<file path="src/rtl/tm1638_frame_tx_if.sv">
// tm1638_frame_tx_if: valid/ready byte stream feeding the TM1638 frame transmitter
interface tm1638_frame_tx_if #(parameter int DATA_W = 8);
  logic [DATA_W-1:0] s_data;
  logic s_valid;
  logic s_last;
  logic s_ready;
  modport master (output s_data, s_valid, s_last, input s_ready);
  modport slave (input s_data, s_valid, s_last, output s_ready);
endinterface

</file>
<file path="src/rtl/tm1638_frame_tx.sv">
// tm1638_frame_tx: TM1638 CLK/STB/DIO frame generator fed by a valid/ready stream, s_last closes the frame.
// Define TM1638_TX_MSB_FIRST_EN to shift MSB first; default is LSB first.
module tm1638_frame_tx #(
  parameter int DATA_W = 8,
  parameter int CLK_DIV = 8
) (
  input  logic mclk,
  input  logic rst_n,
  tm1638_frame_tx_if.slave s,
  output logic tm_clk,
  output logic tm_stb,
  output logic dio_out,
  output logic dio_oe,
  output logic busy,
  output logic frame_done
);
  localparam int DW = $clog2(CLK_DIV);
  localparam int BW = $clog2(DATA_W) + 1;
  localparam logic [DW-1:0] DIV_MAX = DW'(CLK_DIV - 1);
  localparam logic [BW-1:0] BIT_MAX = BW'(DATA_W - 1);
  typedef enum logic [2:0] {IDLE, SETUP, SHIFT, GAP, TAIL, HOLD} state_t;
  state_t state, state_n;
  logic [DW-1:0] div_cnt, div_n;
  logic [BW-1:0] bit_cnt, bit_n;
  logic phase, phase_n;
  logic [DATA_W-1:0] shift_reg, src, sel;
  logic last_q, ready_q, xfer, div_end, bit_val;
  logic clk_n, stb_n, dio_n, ready_n, busy_n, done_n;
  assign s.s_ready = ready_q;
  assign xfer = s.s_valid & ready_q;
  assign div_end = div_cnt == DIV_MAX;
  // a byte accepted in GAP must drive its first bit in the very next cycle
  assign src = xfer ? s.s_data : shift_reg;
`ifdef TM1638_TX_MSB_FIRST_EN
  assign sel = src << bit_n;
  assign bit_val = sel[DATA_W-1];
`else
  assign sel = src >> bit_n;
  assign bit_val = sel[0];
`endif
  always_comb begin
    state_n = state;
    div_n = div_cnt + 1'b1;
    bit_n = bit_cnt;
    phase_n = phase;
    case (state)
      IDLE: begin
        div_n = '0;
        if (xfer) state_n = SETUP;
      end
      SETUP: if (div_end) begin
        state_n = SHIFT;
        div_n = '0;
        bit_n = '0;
        phase_n = 1'b0;
      end
      SHIFT: if (div_end) begin
        div_n = '0;
        phase_n = !phase;
        if (phase) begin
          bit_n = bit_cnt + 1'b1;
          if (bit_cnt == BIT_MAX) begin
            state_n = last_q ? TAIL : GAP;
            bit_n = '0;
          end
        end
      end
      GAP: begin
        div_n = '0;
        if (xfer) begin
          state_n = SHIFT;
          bit_n = '0;
          phase_n = 1'b0;
        end
      end
      TAIL: if (div_end) begin
        state_n = HOLD;
        div_n = '0;
      end
      HOLD: if (div_end) begin
        state_n = IDLE;
        div_n = '0;
      end
      default: state_n = IDLE;
    endcase
  end
  // outputs are decoded from the next state and registered so the pins never glitch
  assign clk_n = !(state_n == SHIFT && !phase_n);
  assign stb_n = state_n == IDLE || state_n == HOLD;
  assign dio_n = state_n == SHIFT ? bit_val : (state_n == GAP || state_n == TAIL) ? dio_out : 1'b1;
  assign ready_n = state_n == IDLE || (state == GAP && state_n == GAP);
  assign busy_n = state_n != IDLE;
  assign done_n = state == HOLD && state_n == IDLE;
  always_ff @(posedge mclk or negedge rst_n) begin
    if (!rst_n) begin
      state <= IDLE;
      div_cnt <= '0;
      bit_cnt <= '0;
      phase <= 1'b0;
      shift_reg <= '0;
      last_q <= 1'b0;
      ready_q <= 1'b0;
      tm_clk <= 1'b1;
      tm_stb <= 1'b1;
      dio_out <= 1'b1;
      dio_oe <= 1'b0;
      busy <= 1'b0;
      frame_done <= 1'b0;
    end else begin
      state <= state_n;
      div_cnt <= div_n;
      bit_cnt <= bit_n;
      phase <= phase_n;
      if (xfer) begin
        shift_reg <= s.s_data;
        last_q <= s.s_last;
      end
      ready_q <= ready_n;
      tm_clk <= clk_n;
      tm_stb <= stb_n;
      dio_out <= dio_n;
      dio_oe <= !stb_n;
      busy <= busy_n;
      frame_done <= done_n;
    end
  end
endmodule

</file>
<file path="src/flat_wrapper.sv">
// flat-port wrapper written by rule: the top's interface ports become plain ports
module tm1638_frame_tx_flat 
#(
  parameter int DATA_W = 8,
  parameter int CLK_DIV = 8
)
  (mclk, rst_n, tm_clk, tm_stb, dio_out, dio_oe, busy, frame_done, s_s_data, s_s_valid, s_s_last, s_s_ready);
  tm1638_frame_tx_if #(.DATA_W(DATA_W)) s_i ();
  input  logic mclk;
  input  logic rst_n;
  output logic tm_clk;
  output logic tm_stb;
  output logic dio_out;
  output logic dio_oe;
  output logic busy;
  output logic frame_done;
  input wire logic [$bits(s_i.s_data)-1:0] s_s_data;
  input wire logic [$bits(s_i.s_valid)-1:0] s_s_valid;
  input wire logic [$bits(s_i.s_last)-1:0] s_s_last;
  output wire logic [$bits(s_i.s_ready)-1:0] s_s_ready;
  assign s_i.s_data = s_s_data;
  assign s_i.s_valid = s_s_valid;
  assign s_i.s_last = s_s_last;
  assign s_s_ready = s_i.s_ready;
  tm1638_frame_tx #(.DATA_W(DATA_W), .CLK_DIV(CLK_DIV)) u_core (.mclk(mclk), .rst_n(rst_n), .s(s_i), .tm_clk(tm_clk), .tm_stb(tm_stb), .dio_out(dio_out), .dio_oe(dio_oe), .busy(busy), .frame_done(frame_done));
endmodule
</file>
<file path="config.mk">
export PLATFORM = sky130hd
export DESIGN_NAME = tm1638_frame_tx_flat
export DESIGN_NICKNAME = d
export VERILOG_FILES = /design/src/rtl/tm1638_frame_tx_if.sv /design/src/rtl/tm1638_frame_tx.sv /design/src/flat_wrapper.sv
export SDC_FILE = /design/constraint.sdc
export NUM_CORES = 1
export LEC_CHECK = 0
export ABC_CLOCK_PERIOD_IN_PS = 2200
export CAP_MARGIN = 20
export CORE_MARGIN = 10
export CORE_UTILIZATION = 45
export DETAILED_ROUTE_END_ITERATION = 12
export GPL_TIMING_DRIVEN = 0
export PLACE_DENSITY_LB_ADDON = 0.08
export SLEW_MARGIN = 20
export SYNTH_ARGS = -nofsm -noshare
export SYNTH_HDL_FRONTEND = slang
export SYNTH_SLANG_ARGS = --single-unit
export TNS_END_PERCENT = 30
</file>
<file path="constraint.sdc">
create_clock -name mclk -period 2.2 [get_ports mclk]
set_input_delay 0.66 -clock mclk [delete_from_list [all_inputs] [get_ports mclk]]
set_output_delay 0.66 -clock mclk [all_outputs]
set_load 0.01 [all_outputs]
</file>
### After elaboration in Yosys (flattened, before gate mapping)

Index checks and enable logic that the tools add are counted.

* bits in registers: 27
* word-level logic and storage cells: 69
* output and inout port bits: 7

* shift-type cells: 1
* eq/ne operators: 12
* muxes and demuxes: 25
* $add $sub $neg: 2
* reductions and logical operators: 15
* bitwise operators: 1

Operators with widths (count)
* two-way mux 3 bit: 10
* two-way mux 4 bit: 5
* one-hot mux 3 bit (6 select lines): 1
* == test 3 bit (second input constant): 5
* == test 3 x 2 -> 1 bit (second input constant): 4
* one-hot mux 4 bit (3 select lines): 1
* two-way mux 8 bit: 1
* >> shifter 8 x 4 -> 1 bit: 1
* logical NOT 3 bit: 2
* one-hot mux 3 bit (2 select lines): 1
* two-way mux 1 bit: 5
* adder 4 x 1 -> 4 bit (second input constant): 1
* == test 4 x 3 -> 1 bit (second input constant): 1
* logical NOT 1 bit: 4
* OR reduction 4 bit: 1
* adder 3 x 1 -> 3 bit (second input constant): 1
* == test 3 x 1 -> 1 bit (second input constant): 1
* logical AND 1 bit: 3
* logical OR 1 bit: 3
* one-hot mux 1 bit (3 select lines): 1
* nonzero test 3 bit: 1
* inequality test 2 x 1 -> 1 bit (second input constant): 1
* OR reduction 2 bit: 1
* bitwise AND 1 bit: 1

### Logic depth before layout (Yosys ltp)

Gate-level depths: netlist of the first run.

* depth in word-level cells: 9
* gate-level depth with buffers: 10
* gate-level depth less buffers: 10

### Least setup slack after synthesis of the first run

OpenSTA, ideal clock, no wires.

* path kind: register to register
* start point: register u_core.div_cnt[0]
* end point: register u_core.dio_out
* cell stages (with the launch flop): 10
* period minus slack after synthesis: 2.104 ns
* path buffers: 0
* path slack: 0.096 ns
* library setup time: 0.099 ns
* arrival time: 2.005 ns
* cells stage by stage: dfrtp_1 > ha_1 > ha_1 > and2_2 > o31a_1 > o211ai_4 > mux2i_1 > nor3_1 > nor4_1 > o221ai_1

* elaborated cells between the ends (all ways): 16
* those cells by class: eq/ne: 5; shift: 1; mux: 9; reduce/logical: 1

RTL lines
* start: declaration: RTL line tm1638_frame_tx.sv:23 `logic [DW-1:0] div_cnt, div_n;`
* start signal: assignment: RTL line tm1638_frame_tx.sv:111 `div_cnt <= div_n;`
* == test 3 bit (*): RTL line tm1638_frame_tx.sv:31 `assign div_end = div_cnt == DIV_MAX;`
* two-way mux 4 bit (on tied branches): RTL line tm1638_frame_tx.sv:57, tm1638_frame_tx.sv:51
* one-hot mux 4 bit (3 select lines) (*): RTL line tm1638_frame_tx.sv:46 `case (state)`
* net u_core.bit_n[0]: RTL line tm1638_frame_tx.sv:24 `logic [BW-1:0] bit_cnt, bit_n;`
* >> shifter 8 x 4 -> 1 bit (*): RTL line tm1638_frame_tx.sv:38 `assign sel = src >> bit_n;`
* two-way mux 1 bit (*): RTL line tm1638_frame_tx.sv:90 `assign dio_n = state_n == SHIFT ? bit_val : (state_n == GAP || state_n == TAIL) ? dio_out : 1'b1;`
* end signal: assignment: RTL line tm1638_frame_tx.sv:121 `dio_out <= dio_n;`
* end: declaration: RTL line tm1638_frame_tx.sv:12 `output logic dio_out,`

The timed path passes the listed nets; every way through them passes the cells marked *.
A chain may end at the register's enable or synchronous reset.

### Final worst setup path of the first run

Ends and elaborated chain as after synthesis.

==> impl_metrics.py, run 1 <==
metrics = {
    "yosys": {
        "synth-seq-area-share_pct": 47.76,
        "syn_nets": 154,
        "syn_area_um2": 1423,
        "ys_ff_latch": 27,
        "ys_top_cells_by_count": "24 x dfrtp_1, 13 x nand2_1, 11 x nor2_1, 11 x o21ai_0, 9 x mux2_2",
        "synth_area_leader_cell": "dfrtp_1",
        "ys.flop_type": "dfrtp_1",
        "synth_area_leaders": "dfrtp_1 42%, mux2_2 7.1%, dfstp_2 5.5%, o21ai_0 3.9%, ha_1 3.5%",
        "synth_top_area_share_pct": 42.22,
        "syn_inst": 138,
        "postSynthAreaPerCell_um2": 10.31,
        "async_flop_share_pct": 100.0,
        "synth_edf_count": 0,
        "yosysMostFrequentCell": "dfrtp_1",
        "synthDistinctLibCells": 39,
        "yosys_warnings": 0,
    },
    "critical_path": {
        "startpoint_type": "register",
        "cp.required_ns": 2.45,
        "reg2reg_slack_ns": -0.02,
        "crit_type": "reg -> reg",
        "cp_max_fo": 5,
        "endpoint_kind": "register",
        "r2r_cells": 9,
        "cp.arrival_ns": 2.47,
    },
    "timing": {
        "finalMaxSlewViolations": 0,
        "grt_setup_unrepaired": "yes",
        "max_slew_margin_pct": 60.96,
        "worst_pin_slew_ns": 0.5857,
        "finalCritPeriodShare_pct": 100.8,
        "holdWs_ns": 0.3065,
        "tns_ns": -0.01814,
        "setup_violations": 1,
        "skew_ns": 0.006021,
        "finalHoldViolations": 0,
        "fmax_mhz": 450.8,
        "period_needed_ns": 2.218,
        "fin_ws_ns": -0.01814,
    },
    "power_and_ir_drop": {
        "p_comb_share_pct": 3.8,
        "swShare_pct": 21.46,
        "total_power_w": 0.0007397,
        "clock_power_share_pct": 29.1,
        "pwr-share-seq_pct": 67.2,
        "p_per_area_nw_per_um2": 411.7,
        "switchingPower_w": 0.0001588,
        "power.internal_w": 0.0005809,
        "p_leak_nw": 0.7609,
        "ir_worst_vdd_uv": 275.2,
    },
    "floorplan": {
        "row_count": 20,
        "core_area_um2": 3028,
        "die_area_um2": 5810,
        "num_io_pins": 19,
        "start_util_pct": 46.98,
        "fp.dieW_um": 76.23,
        "die_h_um": 76.23,
    },
    "placement": {
        "gp_congestion": 0.7508,
        "dp_hpwl_um": 2330,
        "io_buffer_count": 18,
    },
    "grt": {
        "met1_usage_pct": 15.46,
        "grt_max_degree": 28,
        "grt_pass1_vias": 1137,
        "grt_use_met2_pct": 16.41,
        "grt_util_all_layers_pct": 11.13,
        "grt_overflow_total": 0,
        "grt_use_met3_pct": 2.476,
        "grt_pass1_wl_um": 5513,
        "antenna_found_initial": 0,
        "top_usage_layer": "met2",
    },
    "clock_tree": {
        "clk-insertion-delay-late_ns": 0.33,
        "cts_root_buf": "clkbuf_4",
        "cts_made_buffers": 3,
        "holdBufCountCts": 0,
        "h-tree-depth": 1,
        "clockBufferDepth": 2,
        "path_clk_slew_ns": 0.14,
        "tritoncts": "done",
        "cts_sinks": 27,
    },
    "job": {
        "max_cap_violations": 0,
    },
    "detailed_routing": {
        "post_drt_wl_per_cell_um": 14.92,
        "routed_wl_um": 3118,
        "vias": 1135,
        "drt_iter0_markers": 80,
        "drc": 0,
        "drtAntennaViolNets": 0,
        "dr.pass1.iters": 4,
        "routed_via_density": 5.431,
    },
    "finish": {
        "drive_above_1_share_pct": 25.45,
        "num-fill-cells": 269,
        "area_delta_synth_final_pct": 26.30,
        "largest_reg_flops": 8,
        "regArea_um2": 679.4,
        "fin_nets": 182,
        "multi_input_area_um2": 760.7,
        "n_antenna_cell": 0,
    },
    "run_status": {
        "outcome": "complete, but fails checks",
        "failed_checks": "negative setup slack",
    },
    "hold_path": {
        "hp-class": "in -> async",
    },
}
## final timing paths
path                                startpoint                  end
max in group asynchronous                rst_n    u_core.bit_cnt[0]
hold / removal                           rst_n        u_core.dio_oe
setup / recovery             u_core.div_cnt[0]       u_core.dio_out
hold reg to reg            u_core.shift_reg[4]  u_core.shift_reg[4]
setup reg to reg             u_core.div_cnt[0]       u_core.dio_out
min in group mclk          u_core.shift_reg[4]  u_core.shift_reg[4]
## layout make-up
cell class | instances | share of cell area, %
plain buffers | 7 | 2.437
clock buffers | 3 | 1.253
clock inverters | 1 | 0.2786
inverters | 4 | 0.8357
multi-input cells | 100 | 42.34
flip-flops and latches | 27 | 37.81
well taps | 44 | 3.064
repair buffers | 23 | 11.98
## logic make-up (layout without fill, tap and decap cells)
family,count (synthesis),after routing,synth area share [%]
AND/OR/NAND/NOR,49,49,18.74
AO/OA/AOI/OAI,33,33,15.83
flip-flops,27,27,47.76
multiplexers,13,13,9.939
buffers and inverters,11,38,3.605
adder cells (fa/ha/maj),4,4,3.518
XOR/XNOR,1,1,0.6158
## stage by stage
| step | setup slack (ns) | utilization, % | cells | area [um^2] |
|---|---|---|---|---|
| detailed placement | -0.5722 | 54.59 | 200 | 1653 |
| global placement | -0.5225 | 54.75 | 200 | 1658 |
| global route | -0.1832 | 59.34 | 209 | 1797 |
| finish | -0.01814 | 59.34 | 209 | 1797 |
| CTS | -0.03633 | 57.85 | 208 | 1752 |
| floorplan | 0.09576 | - | 138 | 1423 |
## layout by cell type, fill, tap and decap left out, types with 5 or more instances in the layout
cell	instances
mux2_2	9
nand2_1	12
clkdlybuf4s50_1	16
o21ai_0	9
dfrtp_1	24
nor2_1	11
buf_4	5
## power by group through the flow
stage          Clock (W)  Sequential, W  Combinational, W
2_1_floorplan          0       0.000506       0.000000135
3_3_place_gp           0       0.000506         0.0000287
3_5_place_dp           0       0.000506         0.0000285
4_1_cts         0.000227       0.000497         0.0000288
5_1_grt         0.000238       0.000497         0.0000309
6_report        0.000215       0.000497         0.0000280
## timing repair
| action | in CTS | in global routing |
|---|---|---|
| endpoints found under the setup margin | 3 | 4 |
| gates resized for setup | 13 | 7 |
| buffers inserted | 4 | 1 |
| pin swaps | 5 | 5 |
## layer usage
metal  vias up  part of all wire [%]
li1        548                     -
met1       560                    49
met2        22                    45
met3         5                   4.3
met4         0                   1.4
met5         -                     0
## worst max-delay path, cell delays in order (launching register included)
cell and delay (ns):
dfrtp_1 0.41, ha_2 0.20, ha_4 0.18, and2_4 0.18, o31a_1 0.27, o211ai_4 0.14, mux2i_1 0.25, nor3_1 0.06
nor4_1 0.28, o221ai_1 0.16
Note: power is estimated with default switching activity, not from simulation.
==> inputs of run 2 (changes only) <==
--- a/config.mk
+++ b/config.mk
@@ -10,7 +10,6 @@
 export CORE_MARGIN = 10
 export CORE_UTILIZATION = 45
 export DETAILED_ROUTE_END_ITERATION = 12
-export GPL_TIMING_DRIVEN = 0
 export PLACE_DENSITY_LB_ADDON = 0.08
 export SLEW_MARGIN = 20
 export SYNTH_ARGS = -nofsm -noshare
==> impl_metrics.py, run 2 (synthesized netlist as in run 1, its figures left out) <==
metrics = {
    "placement": {
        "io_buffer_count": 18,
        "gp_congestion": 0.8106,
        "dp_hpwl_um": 2483,
        "pre_cts_slack_ns": -0.5102,
    },
    "clock_tree": {
        "cts_sinks": 27,
        "cts_root_buf": "clkbuf_4",
        "cts_made_buffers": 3,
        "clockBufferDepth": 2,
        "h-tree-depth": 1,
        "clk-insertion-delay-late_ns": 0.34,
        "tritoncts": "done",
        "holdBufCountCts": 0,
        "path_clk_slew_ns": 0.15,
    },
    "floorplan": {
        "num_io_pins": 19,
        "start_util_pct": 46.98,
        "fp.dieW_um": 76.23,
        "die_area_um2": 5810,
        "die_h_um": 76.23,
        "row_count": 20,
        "core_area_um2": 3028,
    },
    "critical_path": {
        "path_depth": 9,
        "startpoint_type": "register",
        "crit-reg2reg-launch": "u_core.div_cnt[0]",
        "cpMaxStageDelayCell": "dfrtp_1",
        "crit_path_start": "u_core.div_cnt[0]",
        "reg2reg_slack_ns": -0.06,
        "cp.arrival_ns": 2.52,
        "cp.required_ns": 2.46,
        "cp-endpoint": "u_core.dio_out",
        "critPathMaxStageDelay_ns": 0.44,
        "crit_family": "compound AO/OA/AOI/OAI gates",
        "cp_max_fo": 5,
        "endpoint_kind": "register",
        "reg2reg_to": "u_core.dio_out",
        "r2r_cells": 9,
        "cp_num_buf_inv": 0,
        "crit_top_cell": "ha_4",
        "critical_path.cell_chain": "ha_4 > ha_4 > and2_2 > o31a_1 > o211ai_4 > mux2i_2 > nor3_4 > nor4_2 > o221ai_1",
        "crit_type": "reg -> reg",
    },
    "power_and_ir_drop": {
        "p_leak_nw": 0.8126,
        "p_per_area_nw_per_um2": 392.2,
        "ir_worst_vdd_uv": 312.4,
        "clock_power_share_pct": 29.9,
        "p_comb_share_pct": 4.1,
        "switchingPower_w": 0.0001666,
        "pwr-share-seq_pct": 66.0,
        "swShare_pct": 22.13,
        "power.internal_w": 0.0005861,
    },
    "timing": {
        "setup_violations": 1,
        "fin_ws_ns": -0.06308,
        "tns_ns": -0.06308,
        "max_slew_margin_pct": 76.42,
        "worst_pin_slew_ns": 0.3537,
        "finalMaxSlewViolations": 0,
        "skew_ns": 0.01106,
        "fmax_mhz": 441.9,
        "grt_setup_unrepaired": "yes",
        "period_needed_ns": 2.263,
        "finalHoldViolations": 0,
        "finalCritPeriodShare_pct": 102.9,
    },
    "grt": {
        "grt_overflow_total": 0,
        "grt_pass1_wl_um": 5830,
        "antenna_found_initial": 0,
        "grt_util_all_layers_pct": 12.10,
        "grt_pass1_vias": 1197,
        "grt_max_degree": 28,
    },
    "finish": {
        "largest_reg_flops": 8,
        "drive_above_1_share_pct": 34.30,
        "fin_nets": 189,
        "layout_common_cells": "23 x dfrtp_1, 18 x clkdlybuf4s50_1, 17 x buf_4, 12 x nand2_1, 10 x nor2_1",
        "regArea_um2": 680.7,
        "n_antenna_cell": 0,
        "area_delta_synth_final_pct": 34.92,
        "multi_input_area_um2": 803.3,
        "final_common_cell": "dfrtp_1",
        "num-fill-cells": 246,
    },
    "run_status": {
        "outcome": "complete, but fails checks",
        "failed_checks": "negative setup slack",
    },
    "detailed_routing": {
        "drtAntennaViolNets": 0,
        "drc": 0,
        "routed_via_density": 5.444,
        "drt_iter0_markers": 127,
        "vias": 1176,
        "routed_wl_um": 3525,
        "post_drt_wl_per_cell_um": 16.32,
        "dr.pass1.iters": 4,
    },
    "hold_path": {
        "hp-class": "reg -> reg",
    },
    "job": {
        "max_cap_violations": 0,
    },
}
## run 2: power by group through the flow
| stage | clock network, W | logic (W) | registers (W) |
|---|---|---|---|
| global route | 0.000253 | 0.0000336 | 0.000497 |
| floorplan | 0 | 0.000000135 | 0.000506 |
| detailed placement | 0 | 0.0000310 | 0.000506 |
| finish | 0.000225 | 0.0000306 | 0.000497 |
| CTS | 0.000227 | 0.0000313 | 0.000497 |
| global placement | 0 | 0.0000304 | 0.000506 |
## run 2: routing by layer
metal,GRT usage [%],vias to the layer above,share of wire [%]
li1,-,564,-
met1,15.95,572,47
met2,18.71,35,46
met3,3.302,5,5.1
met4,3.717,0,1.0
met5,0,-,0
## run 2: worst min-delay path by stage
stage	end	cells past startpoint	from	slack (ns)
floorplan	u_core.bit_cnt[0]	0	rst_n	0.36
global placement	u_core.div_cnt[0]	1	u_core.div_cnt[0]	0.42
detailed placement	u_core.div_cnt[0]	1	u_core.div_cnt[0]	0.44
CTS	u_core.state[0]	1	u_core.last_q	0.52
global route	u_core.state[0]	1	u_core.last_q	0.53
finish	u_core.state[0]	1	u_core.last_q	0.52
## run 2: cell type report
| type | instances | share of cell area, % |
|---|---|---|
| Multi-Input combinational cell | 100 | 41.85 |
| Sequential cell | 27 | 35.46 |
| Timing Repair Buffer | 37 | 17.67 |
| Tap cell | 44 | 2.868 |
| Clock buffer | 4 | 1.369 |
| Inverter | 4 | 0.7823 |
## run 2: stage by stage
stage	hold WS [ns]	cells	area [um^2]	utilization, %	total power, W
after floorplan	0.3644	138	1423	-	0.0005060
after global placement	0.4232	207	1739	57.44	0.0005361
after detailed placement	0.4384	207	1739	57.44	0.0005367
after CTS	0.5162	213	1851	61.12	0.0007555
after global routing	0.5334	216	1919	63.39	0.0007832
final	0.5191	216	1919	63.39	0.0007527
## run 2: timing repair
action / 4_1_cts / 5_1_grt
pin swaps: 10 / 8
cloned: 0 / 0
endpoints found under the setup margin: 1 / 6
gates resized for setup: 16 / 11
setup buffers: 3 / 3
## run 2: worst reg2reg max path, cell delays in order, from the launching register on
cell and delay [ns]:
dfrtp_1 0.44, ha_4 0.18, ha_4 0.17, and2_2 0.19
o31a_1 0.27, o211ai_4 0.14, mux2i_2 0.33, nor3_4 0.06
nor4_2 0.26, o221ai_1 0.15
